**src/rtl/wb_mon_pkg.sv**
```systemverilog
// Shared codes for the Wishbone transaction monitor: CTI/BTE encodings,
// monitor FSM states and violation flag bit positions.
package wb_mon_pkg;

  localparam logic [2:0] CTI_CLASSIC = 3'b000;
  localparam logic [2:0] CTI_INCR    = 3'b010;
  localparam logic [2:0] CTI_END     = 3'b111;

  localparam logic [1:0] BTE_LINEAR  = 2'b00;
  localparam logic [1:0] BTE_WRAP4   = 2'b01;
  localparam logic [1:0] BTE_WRAP8   = 2'b10;
  localparam logic [1:0] BTE_WRAP16  = 2'b11;

  typedef enum logic {
    ST_IDLE  = 1'b0,
    ST_BURST = 1'b1
  } mon_state_e;

  localparam int NUM_ERR        = 5;
  localparam int ERR_TERM_NOSEL = 0;
  localparam int ERR_MULTI_TERM = 1;
  localparam int ERR_BURST_ADR  = 2;
  localparam int ERR_ATTR_CHG   = 3;
  localparam int ERR_CYC_DROP   = 4;

endpackage

```
**src/rtl/wb_burst_addr_gen.sv**
```systemverilog
// Next expected address of an incrementing burst: +1 word, wrapping inside a
// 4/8/16-word aligned window for the wrap BTE codes.
module wb_burst_addr_gen
  import wb_mon_pkg::*;
#(
  parameter int ADR_W = 32
) (
  input  logic [ADR_W-1:0] adr,
  input  logic [1:0]       bte,
  output logic [ADR_W-1:0] next_adr
);

  logic [ADR_W-1:0] inc_adr;
  logic [ADR_W-1:0] step_mask;

  assign inc_adr = adr + ADR_W'(4);

  // Bits under the mask take the incremented value; the rest hold, which pins the wrap window.
  always_comb begin
    step_mask = '1;
    case (bte)
      BTE_LINEAR: step_mask = '1;
      BTE_WRAP4:  step_mask = ADR_W'(6'h0F);
      BTE_WRAP8:  step_mask = ADR_W'(6'h1F);
      BTE_WRAP16: step_mask = ADR_W'(6'h3F);
      default:    step_mask = '1;
    endcase
  end

  genvar gi;
  generate
    for (gi = 0; gi < ADR_W; gi++) begin : g_bit
      assign next_adr[gi] = step_mask[gi] ? inc_adr[gi] : adr[gi];
    end
  endgenerate

endmodule

```
**src/rtl/wb_txn_monitor.sv**
```systemverilog
// Passive Wishbone checker: follows classic/incrementing bursts, counts beats and
// bursts, raises sticky violation flags with a trigger pulse, and spots repeated read data.
module wb_txn_monitor
  import wb_mon_pkg::*;
#(
  parameter int ADR_W = 32,
  parameter int DAT_W = 32,
  parameter int CNT_W = 16
) (
  input  logic               wb_clk,
  input  logic               wb_rst_n,
  input  logic               mon_cyc,
  input  logic               mon_stb,
  input  logic               mon_we,
  input  logic [ADR_W-1:0]   mon_adr,
  input  logic [2:0]         mon_cti,
  input  logic [1:0]         mon_bte,
  input  logic [DAT_W-1:0]   mon_dat_r,
  input  logic               mon_ack,
  input  logic               mon_err,
  input  logic               mon_rty,
  input  logic               clr,
  output logic [NUM_ERR-1:0] err_flags,
  output logic               trig,
  output logic               dup,
  output logic [CNT_W-1:0]   beat_cnt,
  output logic [CNT_W-1:0]   burst_cnt
);

  mon_state_e         state_reg, state_next;
  logic [ADR_W-1:0]   exp_adr_reg, exp_adr_next;
  logic               we_reg, we_next;
  logic [1:0]         bte_reg, bte_next;
  logic [NUM_ERR-1:0] flags_reg, flags_next;
  logic               trig_reg, trig_next;
  logic               dup_reg, dup_next;
  logic [CNT_W-1:0]   beat_cnt_reg, beat_cnt_next;
  logic [CNT_W-1:0]   burst_cnt_reg, burst_cnt_next;
  logic               hist_valid_reg, hist_valid_next;
  logic [DAT_W-1:0]   hist_dat_reg, hist_dat_next;

  logic               bus_sel, term_any, term_multi, beat, ack_beat, rd_ack_beat;
  logic [NUM_ERR-1:0] viol, flags_set;
  logic               burst_done;
  logic [ADR_W-1:0]   gen_adr_in, gen_adr_out;
  logic [1:0]         gen_bte_in;

  assign bus_sel     = mon_cyc & mon_stb;
  assign term_any    = mon_ack | mon_err | mon_rty;
  assign term_multi  = (mon_ack & mon_err) | (mon_ack & mon_rty) | (mon_err & mon_rty);
  assign beat        = bus_sel & term_any;
  assign ack_beat    = beat & mon_ack & ~term_multi;
  assign rd_ack_beat = ack_beat & ~mon_we;

  // Burst start steps from the bus address; inside a burst, from the tracked expectation.
  assign gen_adr_in = (state_reg == ST_BURST) ? exp_adr_reg : mon_adr;
  assign gen_bte_in = (state_reg == ST_BURST) ? bte_reg : mon_bte;

  wb_burst_addr_gen #(.ADR_W(ADR_W)) u_addr_gen (
    .adr      (gen_adr_in),
    .bte      (gen_bte_in),
    .next_adr (gen_adr_out)
  );

  always_comb begin
    state_next   = state_reg;
    exp_adr_next = exp_adr_reg;
    we_next      = we_reg;
    bte_next     = bte_reg;
    burst_done   = 1'b0;
    viol         = '0;
    viol[ERR_TERM_NOSEL] = term_any & ~bus_sel;
    viol[ERR_MULTI_TERM] = term_multi;
    case (state_reg)
      ST_IDLE: begin
        if (ack_beat && mon_cti == CTI_INCR) begin
          state_next   = ST_BURST;
          exp_adr_next = gen_adr_out;
          we_next      = mon_we;
          bte_next     = mon_bte;
        end
      end
      ST_BURST: begin
        if (!mon_cyc) begin
          state_next         = ST_IDLE;
          viol[ERR_CYC_DROP] = 1'b1;
        end else if (beat) begin
          viol[ERR_BURST_ADR] = (mon_adr != exp_adr_reg);
          viol[ERR_ATTR_CHG]  = (mon_we != we_reg) | (mon_bte != bte_reg);
          // err/rty terminates the burst quietly; only a clean ack can continue or close it
          if (!ack_beat) begin
            state_next = ST_IDLE;
          end else begin
            case (mon_cti)
              CTI_INCR:    exp_adr_next = gen_adr_out;
              CTI_END: begin
                state_next = ST_IDLE;
                burst_done = 1'b1;
              end
              CTI_CLASSIC: state_next = ST_IDLE;
              default:     state_next = ST_IDLE;
            endcase
          end
        end
      end
      default: state_next = ST_IDLE;
    endcase
  end

  genvar gi;
  generate
    for (gi = 0; gi < NUM_ERR; gi++) begin : g_flag
      assign flags_set[gi] = viol[gi] & ~flags_reg[gi];
    end
  endgenerate

  always_comb begin
    flags_next      = flags_reg | viol;
    trig_next       = |flags_set;
    dup_next        = rd_ack_beat & hist_valid_reg & (mon_dat_r == hist_dat_reg);
    hist_valid_next = hist_valid_reg;
    hist_dat_next   = hist_dat_reg;
    beat_cnt_next   = beat_cnt_reg;
    burst_cnt_next  = burst_cnt_reg;
    if (rd_ack_beat) begin
      hist_valid_next = 1'b1;
      hist_dat_next   = mon_dat_r;
    end
    if (beat && beat_cnt_reg != '1)
      beat_cnt_next = beat_cnt_reg + CNT_W'(1);
    if (burst_done && burst_cnt_reg != '1)
      burst_cnt_next = burst_cnt_reg + CNT_W'(1);
    if (clr) begin
      flags_next      = '0;
      trig_next       = 1'b0;
      dup_next        = 1'b0;
      hist_valid_next = 1'b0;
      beat_cnt_next   = '0;
      burst_cnt_next  = '0;
    end
  end

  always_ff @(posedge wb_clk or negedge wb_rst_n) begin
    if (!wb_rst_n) begin
      state_reg   <= ST_IDLE;
      exp_adr_reg <= '0;
      we_reg      <= 1'b0;
      bte_reg     <= '0;
    end else begin
      state_reg   <= state_next;
      exp_adr_reg <= exp_adr_next;
      we_reg      <= we_next;
      bte_reg     <= bte_next;
    end
  end

  always_ff @(posedge wb_clk or negedge wb_rst_n) begin
    if (!wb_rst_n) begin
      flags_reg      <= '0;
      trig_reg       <= 1'b0;
      dup_reg        <= 1'b0;
      beat_cnt_reg   <= '0;
      burst_cnt_reg  <= '0;
      hist_valid_reg <= 1'b0;
      hist_dat_reg   <= '0;
    end else begin
      flags_reg      <= flags_next;
      trig_reg       <= trig_next;
      dup_reg        <= dup_next;
      beat_cnt_reg   <= beat_cnt_next;
      burst_cnt_reg  <= burst_cnt_next;
      hist_valid_reg <= hist_valid_next;
      hist_dat_reg   <= hist_dat_next;
    end
  end

  assign err_flags = flags_reg;
  assign trig      = trig_reg;
  assign dup       = dup_reg;
  assign beat_cnt  = beat_cnt_reg;
  assign burst_cnt = burst_cnt_reg;

endmodule

```
**config.mk**
```make
export PLATFORM = sky130hd
export DESIGN_NAME = wb_txn_monitor
export DESIGN_NICKNAME = d
export VERILOG_FILES = /design/src/rtl/wb_mon_pkg.sv /design/src/rtl/wb_burst_addr_gen.sv /design/src/rtl/wb_txn_monitor.sv
export SDC_FILE = /design/constraint.sdc
export NUM_CORES = 1
export LEC_CHECK = 0
export ABC_AREA = 1
export BUFFER_PORTS_ARGS = -buffer_cell sky130_fd_sc_hd__buf_4
export CORE_UTILIZATION = 50
export CTS_CLUSTER_SIZE = 40
export DETAILED_ROUTE_END_ITERATION = 16
export GPL_TIMING_DRIVEN = 0
export PLACE_DENSITY = 0.8
export RECOVER_POWER = 25
export SKIP_LAST_GASP = 1
export SLEW_MARGIN = 20
export SYNTH_ARGS = -nofsm -noshare
export SYNTH_HDL_FRONTEND = slang
export SYNTH_SLANG_ARGS = --single-unit
```
**constraint.sdc**
```tcl
create_clock -name wb_clk -period 3.75 [get_ports wb_clk]
set_clock_uncertainty 0.2 [all_clocks]
set_input_delay 0.375 -clock wb_clk [delete_from_list [all_inputs] [get_ports wb_clk]]
set_output_delay 0.375 -clock wb_clk [all_outputs]
set_load 0.1 [all_outputs]
```
==> results of run 1 <==
worst max-delay path: cells and delay by family, from the launching register on:
family          cells  cell delay, ns
compound gates      2            0.33
fa+ha+maj           1            0.19
buf+inv             5            0.83
flops               1            0.43
simple gates        5            0.73
path summary, 6_finish.rpt:
path / startpoint / endpoint / slack [ns] / depth (start not counted)
max: state_reg / exp_adr_reg[17] / 0.91 / 13
min: mon_dat_r[15] / hist_dat_reg[15] / 0.06 / 2
max reg2reg: state_reg / exp_adr_reg[17] / 0.91 / 13
min reg2reg: exp_adr_reg[1] / exp_adr_reg[1] / 0.30 / 2
max in group asynchronous: wb_rst_n / exp_adr_reg[26] / 1.03 / 2
min in group asynchronous: wb_rst_n / beat_cnt[1] / 1.03 / 2
cells by family after synthesis:
logic type,Yosys count,share of synthesized area (%)
AO/OA/AOI/OAI,129,10.29
XOR/XNOR,47,5.649
adder cells (fa/ha/maj),5,0.8585
buffers and inverters,160,9.392
flip-flops,108,37.09
multiplexers,12,1.854
AND/OR/NAND/NOR,578,34.87
metal layers:
| metal | track usage (%) | wire length, um |
|---|---|---|
| met4 | 7.774 | 293 |
| met5 | 0 | 0 |
| met1 | 35.62 | 8450 |
| met3 | 5.669 | 1268 |
| met2 | 42.49 | 8749 |
area by class of cell:
type | count | share of cell area (%)
buffer | 29 | 2.207
inverter | 131 | 5.633
timing repair buffer | 118 | 10.32
clock buffer | 10 | 2.738
sequential | 108 | 30.96
clock inverter | 6 | 1.089
multi-input combinational | 771 | 44.47
tap | 180 | 2.580
metrics by stage:
stage               util, %  hold slack [ns]  worst slack (ns)  cells  area, um2
global route          62.17          0.05395            0.5324   1353       8730
finish                62.17          0.06087            0.9085   1353       8730
CTS                   62.18          0.05544            0.9048   1352       8731
global placement      59.70           0.2740            0.9555   1335       8383
floorplan                 -          -0.1206             1.148   1039       7287
detailed placement    59.73           0.2868            0.9217   1335       8387
synth_stat cells, types with 2 or more instances:
cell type and count:
nand2_1 324, inv_1 126, dfrtp_1 108, nor2_1 91, nand3_1 89, o21ai_0 71
xnor2_1 25, nand4_1 22, xor2_1 22, a21oi_1 20, mux2_2 12, nand2_2 12
clkbuf_1 10, nor3_1 10, nor2_2 8, o31ai_1 8, buf_6 7, o22ai_1 7
buf_2 6, nor2_4 6, o21ai_2 6, ha_1 5, o21ai_1 5, a22o_1 4
inv_2 4, buf_1 3, o31ai_2 3, and2_1 2, buf_4 2, nand3_2 2
nor3_2 2, nor4_1 2, o21bai_1 2, or2_2 2
report_power, final:
part / switching, mW / internal, mW / total (mW) / leakage [nW]
logic: 0.327 / 0.229 / 0.556 / 2.64
registers: 0.0869 / 1.27 / 1.36 / 1.42
clock network: 0.461 / 0.611 / 1.07 / 0.157
repair_timing:
action / 4_1_cts / 5_1_grt
buffers inserted: 0 / 0
hold buffers: 1 / 0
endpoints found under the hold margin: 34 / 0
==> results.yml, run 1 <==
grt:
  grt_max_degree: 109
  antenna_found_initial: 0
  track_usage_pct: 26.40
  grt_pass1_vias: 6347
  grt_overflow: 0
  grt_pass1_wl_mm: 30.84
power:
  power.density_nw_per_um2: 342.2
  p_leak_nw: 4.223
  power_mw: 2.987
  vdd_drop_max_mv: 0.2575
sta:
  finalSetupTns_ns: 0
  rsz0062_at_grt: "false"
  slew_headroom_pct: -50.96
  finalCritPeriodShare_pct: 75.77
  period_needed_ns: 2.841
  finalHoldViolations: 0
  drv_slew: 39
  final-setup-viol-count: 0
  max_freq_ghz: 0.3519
  tightest_slew_ns: 2.264
yosys:
  yosys_warnings: 0
  synth_edf_count: 0
  synth_area_leaders: "dfrtp_1 37%, nand2_1 17%, inv_1 6.5%"
  syn-cell-area_um2: 7287
  ys_seq_area_share_pct: 37.09
  syn_inst: 1039
  synth_ff_type: "dfrtp_1"
  yosysTopAreaCell: "dfrtp_1"
  async_reset_ff_share_pct: 100.0
  yosys.area.top_type_share_pct: 37.09
  synth.avg_cell_area_um2: 7.013
  syn-num-nets: 1122
  synth_cell_types: 45
  synth-seq-cells: 108
worst_hold_path:
  hold_class: "in -> reg"
cts:
  cts_buffers: 9
  cts_sinks: 108
  insertion_delay_ns: 0.37
  clock-root-buffer: "clkbuf_16"
  cts_tree: "built"
  clockBufferDepth: 2
  cts.clk_slew.worst_paths_ns: 0.08
  h-tree-depth: 3
  postCtsResizedCells: 0
routing:
  wl_per_cell_um: 13.87
  remaining_drc_errors: 0
  drt_iter0_markers: 522
  vias: 6979
  drt_first_pass_iters: 5
  drtAntennaViolNets: 0
  viasPerCell: 5.158
  finalWirelength_mm: 18.76
final_layout:
  fin_nets: 1251
  num_antenna_cells: 0
  multi_input_area_um2: 3882
  drive_above_1_share_pct: 17.48
  ff_latch_area_um2: 2703
  layout_common_cells: "325 x nand2_1, 126 x inv_1, 116 x buf_4, 108 x dfrtp_1, 91 x nor2_1"
  final_common_cell: "nand2_1"
  n_fill_cell: 1306
  area_delta_synth_final_pct: 19.80
run_status:
  status: "finished, violations left"
  violations: "capacitance limit, slew limit"
floorplanning:
  dieWidth_um: 122.7
  coreArea_um2: 14040
  initial_utilization_pct: 51.89
  rows: 43
  dieArea_um2: 15060
  pin_count: 117
  die_h_um: 122.7
setup_path:
  worstPathCellList: "buf_6 -> buf_12 -> buf_6 -> o21ai_0 -> ha_1 -> buf_2 -> inv_1 -> nor2_1 -> nand2_1 -> nor2_1 -> nand4_1 -> nand3_1 -> o21ai_0"
  critPathMaxFanout: 10
  max_stage_delay_ns: 0.43
  crit_arrival_ns: 2.89
  crit_type: "reg -> reg"
  start_kind: "register"
  required_ns: 3.80
  end_kind: "register"
  slowest_stage: "dfrtp_1"
placement:
  gp_congestion: 0.8958
  numPortBuffers: 116
  dp_hpwl_mm: 13.94
job:
  maxCapViolCount: 1
No activity file was read; power rests on OpenSTA's default activity.
==> run 2, diff against run 1 <==
==> constraint.sdc (replaced) <==
create_clock -name wb_clk -period 2.8 [get_ports wb_clk]
set_clock_uncertainty 0.2 [all_clocks]
set_input_delay 0.28 -clock wb_clk [delete_from_list [all_inputs] [get_ports wb_clk]]
set_output_delay 0.28 -clock wb_clk [all_outputs]
set_load 0.1 [all_outputs]
==> run 2 against run 1 <==
  * Critical path depth increased by 3
  * Via count increased by 2.7%
  * Highest routed layer unchanged
  * Setup slack got worse by 0.78 ns
  * Cell area increased by 2.0%
  * Largest power group unchanged
  * Largest cell class unchanged
  * First-iteration DRC count increased by 5.0%
  * Final cell count increased by 1.2%
  * Sequential power increased by 34%
  * Non-clock buffer count increased by 16
  * The flow now finishes without violations
  * Critical path type unchanged
==> results.yml, run 2 (synthesis gave the netlist of run 1 again) <==
sta:
  tightest_slew_ns: 0.9829
  slew_headroom_pct: 34.47
  drv_slew: 0
  final-setup-viol-count: 0
  rsz0062_at_grt: "true"
  period_needed_ns: 2.667
  finalCritPeriodShare_pct: 95.25
  max_freq_ghz: 0.3750
  finalHoldViolations: 0
  whs_ns: 0.01873
  fin_ws_ns: 0.1330
cts:
  insertion_delay_ns: 0.36
  cts_sinks: 108
  cts.clk_slew.worst_paths_ns: 0.07
  cts_buffers: 9
  clockBufferDepth: 2
  cts_tree: "built"
  clock-root-buffer: "clkbuf_16"
  h-tree-depth: 3
grt:
  grt_max_degree: 109
  grt_pass1_vias: 6507
  grt_pass1_wl_mm: 31.56
  antenna_found_initial: 0
  track_usage_pct: 27.01
  grt_overflow: 0
final_layout:
  area_delta_synth_final_pct: 22.22
  final_common_cell: "nand2_1"
  num_antenna_cells: 0
  drive_above_1_share_pct: 18.08
  layout_common_cells: "324 x nand2_1, 125 x inv_1, 119 x buf_4, 107 x dfrtp_1, 89 x nand3_1"
  final_area_um2: 8906
  fin_util_pct: 63.42
  fin_nets: 1267
floorplanning:
  initial_utilization_pct: 51.89
  pin_count: 117
  coreArea_um2: 14040
  rows: 43
  dieArea_um2: 15060
  dieWidth_um: 122.7
  die_h_um: 122.7
worst_hold_path:
  hold_class: "in -> reg"
job:
  maxCapViolCount: 0
power:
  power_mw: 4.026
  power.density_nw_per_um2: 452.0
  vdd_drop_max_mv: 0.3458
  p_leak_nw: 4.297
placement:
  numPortBuffers: 116
  place_ws_ns: -0.02826
  placed_area_um2: 8387
  gp_congestion: 0.8958
  dp_hpwl_mm: 13.94
setup_path:
  worstPathCellList: "inv_4 -> buf_6 -> buf_6 -> nand2_1 -> o21ai_0 -> ha_1 -> buf_4 -> clkinvlp_4 -> nor2_4 -> nand3_2 -> nor2_4 -> nand2_1 -> nand2_1 -> nand2_1 -> nand2_1 -> nand2_1"
  crit_arrival_ns: 2.72
  path_common_cell: "nand2_1"
  critPathTopFamily: "buffers and inverters"
  start_kind: "register"
  critPathMaxFanout: 10
  end_kind: "register"
  crit_buf_inv: 5
  max_stage_delay_ns: 0.45
  slowest_stage: "dfrtp_2"
  crit_type: "reg -> reg"
  required_ns: 2.85
routing:
  wl_per_cell_um: 14.04
  drtAntennaViolNets: 0
  viasPerCell: 5.235
  drt_iter0_markers: 548
  drt_first_pass_iters: 5
  finalWirelength_mm: 19.22
  remaining_drc_errors: 0
  vias: 7167
run_status:
  status: "completed"
-- run 2: area by class of cell --
type                            count  area [um2]
Buffer                             29       195.2
Clock buffer                       10       239.0
Clock inverter                      6       95.09
Fill cell                        1266        5136
Inverter                          131       498.0
Multi-Input combinational cell    771        3913
Sequential cell                   108        2704
Tap cell                          180       225.2
Timing Repair Buffer              134        1037
-- run 2: path summary, 6_finish.rpt --
path                                start               to  slack, ns  depth (start not counted)
setup / recovery                state_reg  exp_adr_reg[27]       0.13                         16
hold / removal                 mon_bte[1]       bte_reg[1]       0.02                          3
setup reg to reg                state_reg  exp_adr_reg[27]       0.13                         16
hold reg to reg            exp_adr_reg[1]   exp_adr_reg[1]       0.30                          2
max in group asynchronous        wb_rst_n        state_reg       0.34                          3
min in group asynchronous        wb_rst_n      beat_cnt[1]       0.41                          2
-- run 2: repair_timing --
action / in CTS / in global routing
pin swaps: 0 / 1
hold buffers: 15 / 0
endpoints found under the hold margin: 122 / 0
endpoints found under the setup margin: 2 / 11
buffers inserted: 0 / 2
gates resized for setup: 1 / 14
-- run 2: report_power, final --
part	internal [mW]	switching [mW]
clock	0.819	0.618
sequential	1.70	0.118
combinational	0.319	0.447
total	2.84	1.18
-- run 2: tightest hold or removal path: cells and delay by family --
kind / cells / cell delay, ns
AOI/OAI and AO/OA: 1 / 0.08
buffers and inverters: 2 / 0.18
-- run 2: through the flow --
stage / setup TNS, ns / instances
after floorplan: 0 / 1039
after global placement: 0 / 1335
after detailed placement: -0.04046 / 1335
after CTS: 0 / 1366
after global routing: -0.2901 / 1369
final: 0 / 1369
-- run 2: layer usage --
layer  routed length (um)  vias to the layer above  global-route usage, %
met5                    0                        -                      0
met1                 8497                     3293                  36.04
met2                 9020                      221                  43.15
met4                  382                        0                  9.680
li1                     -                     3620                      -
met3                 1316                       33                  5.762
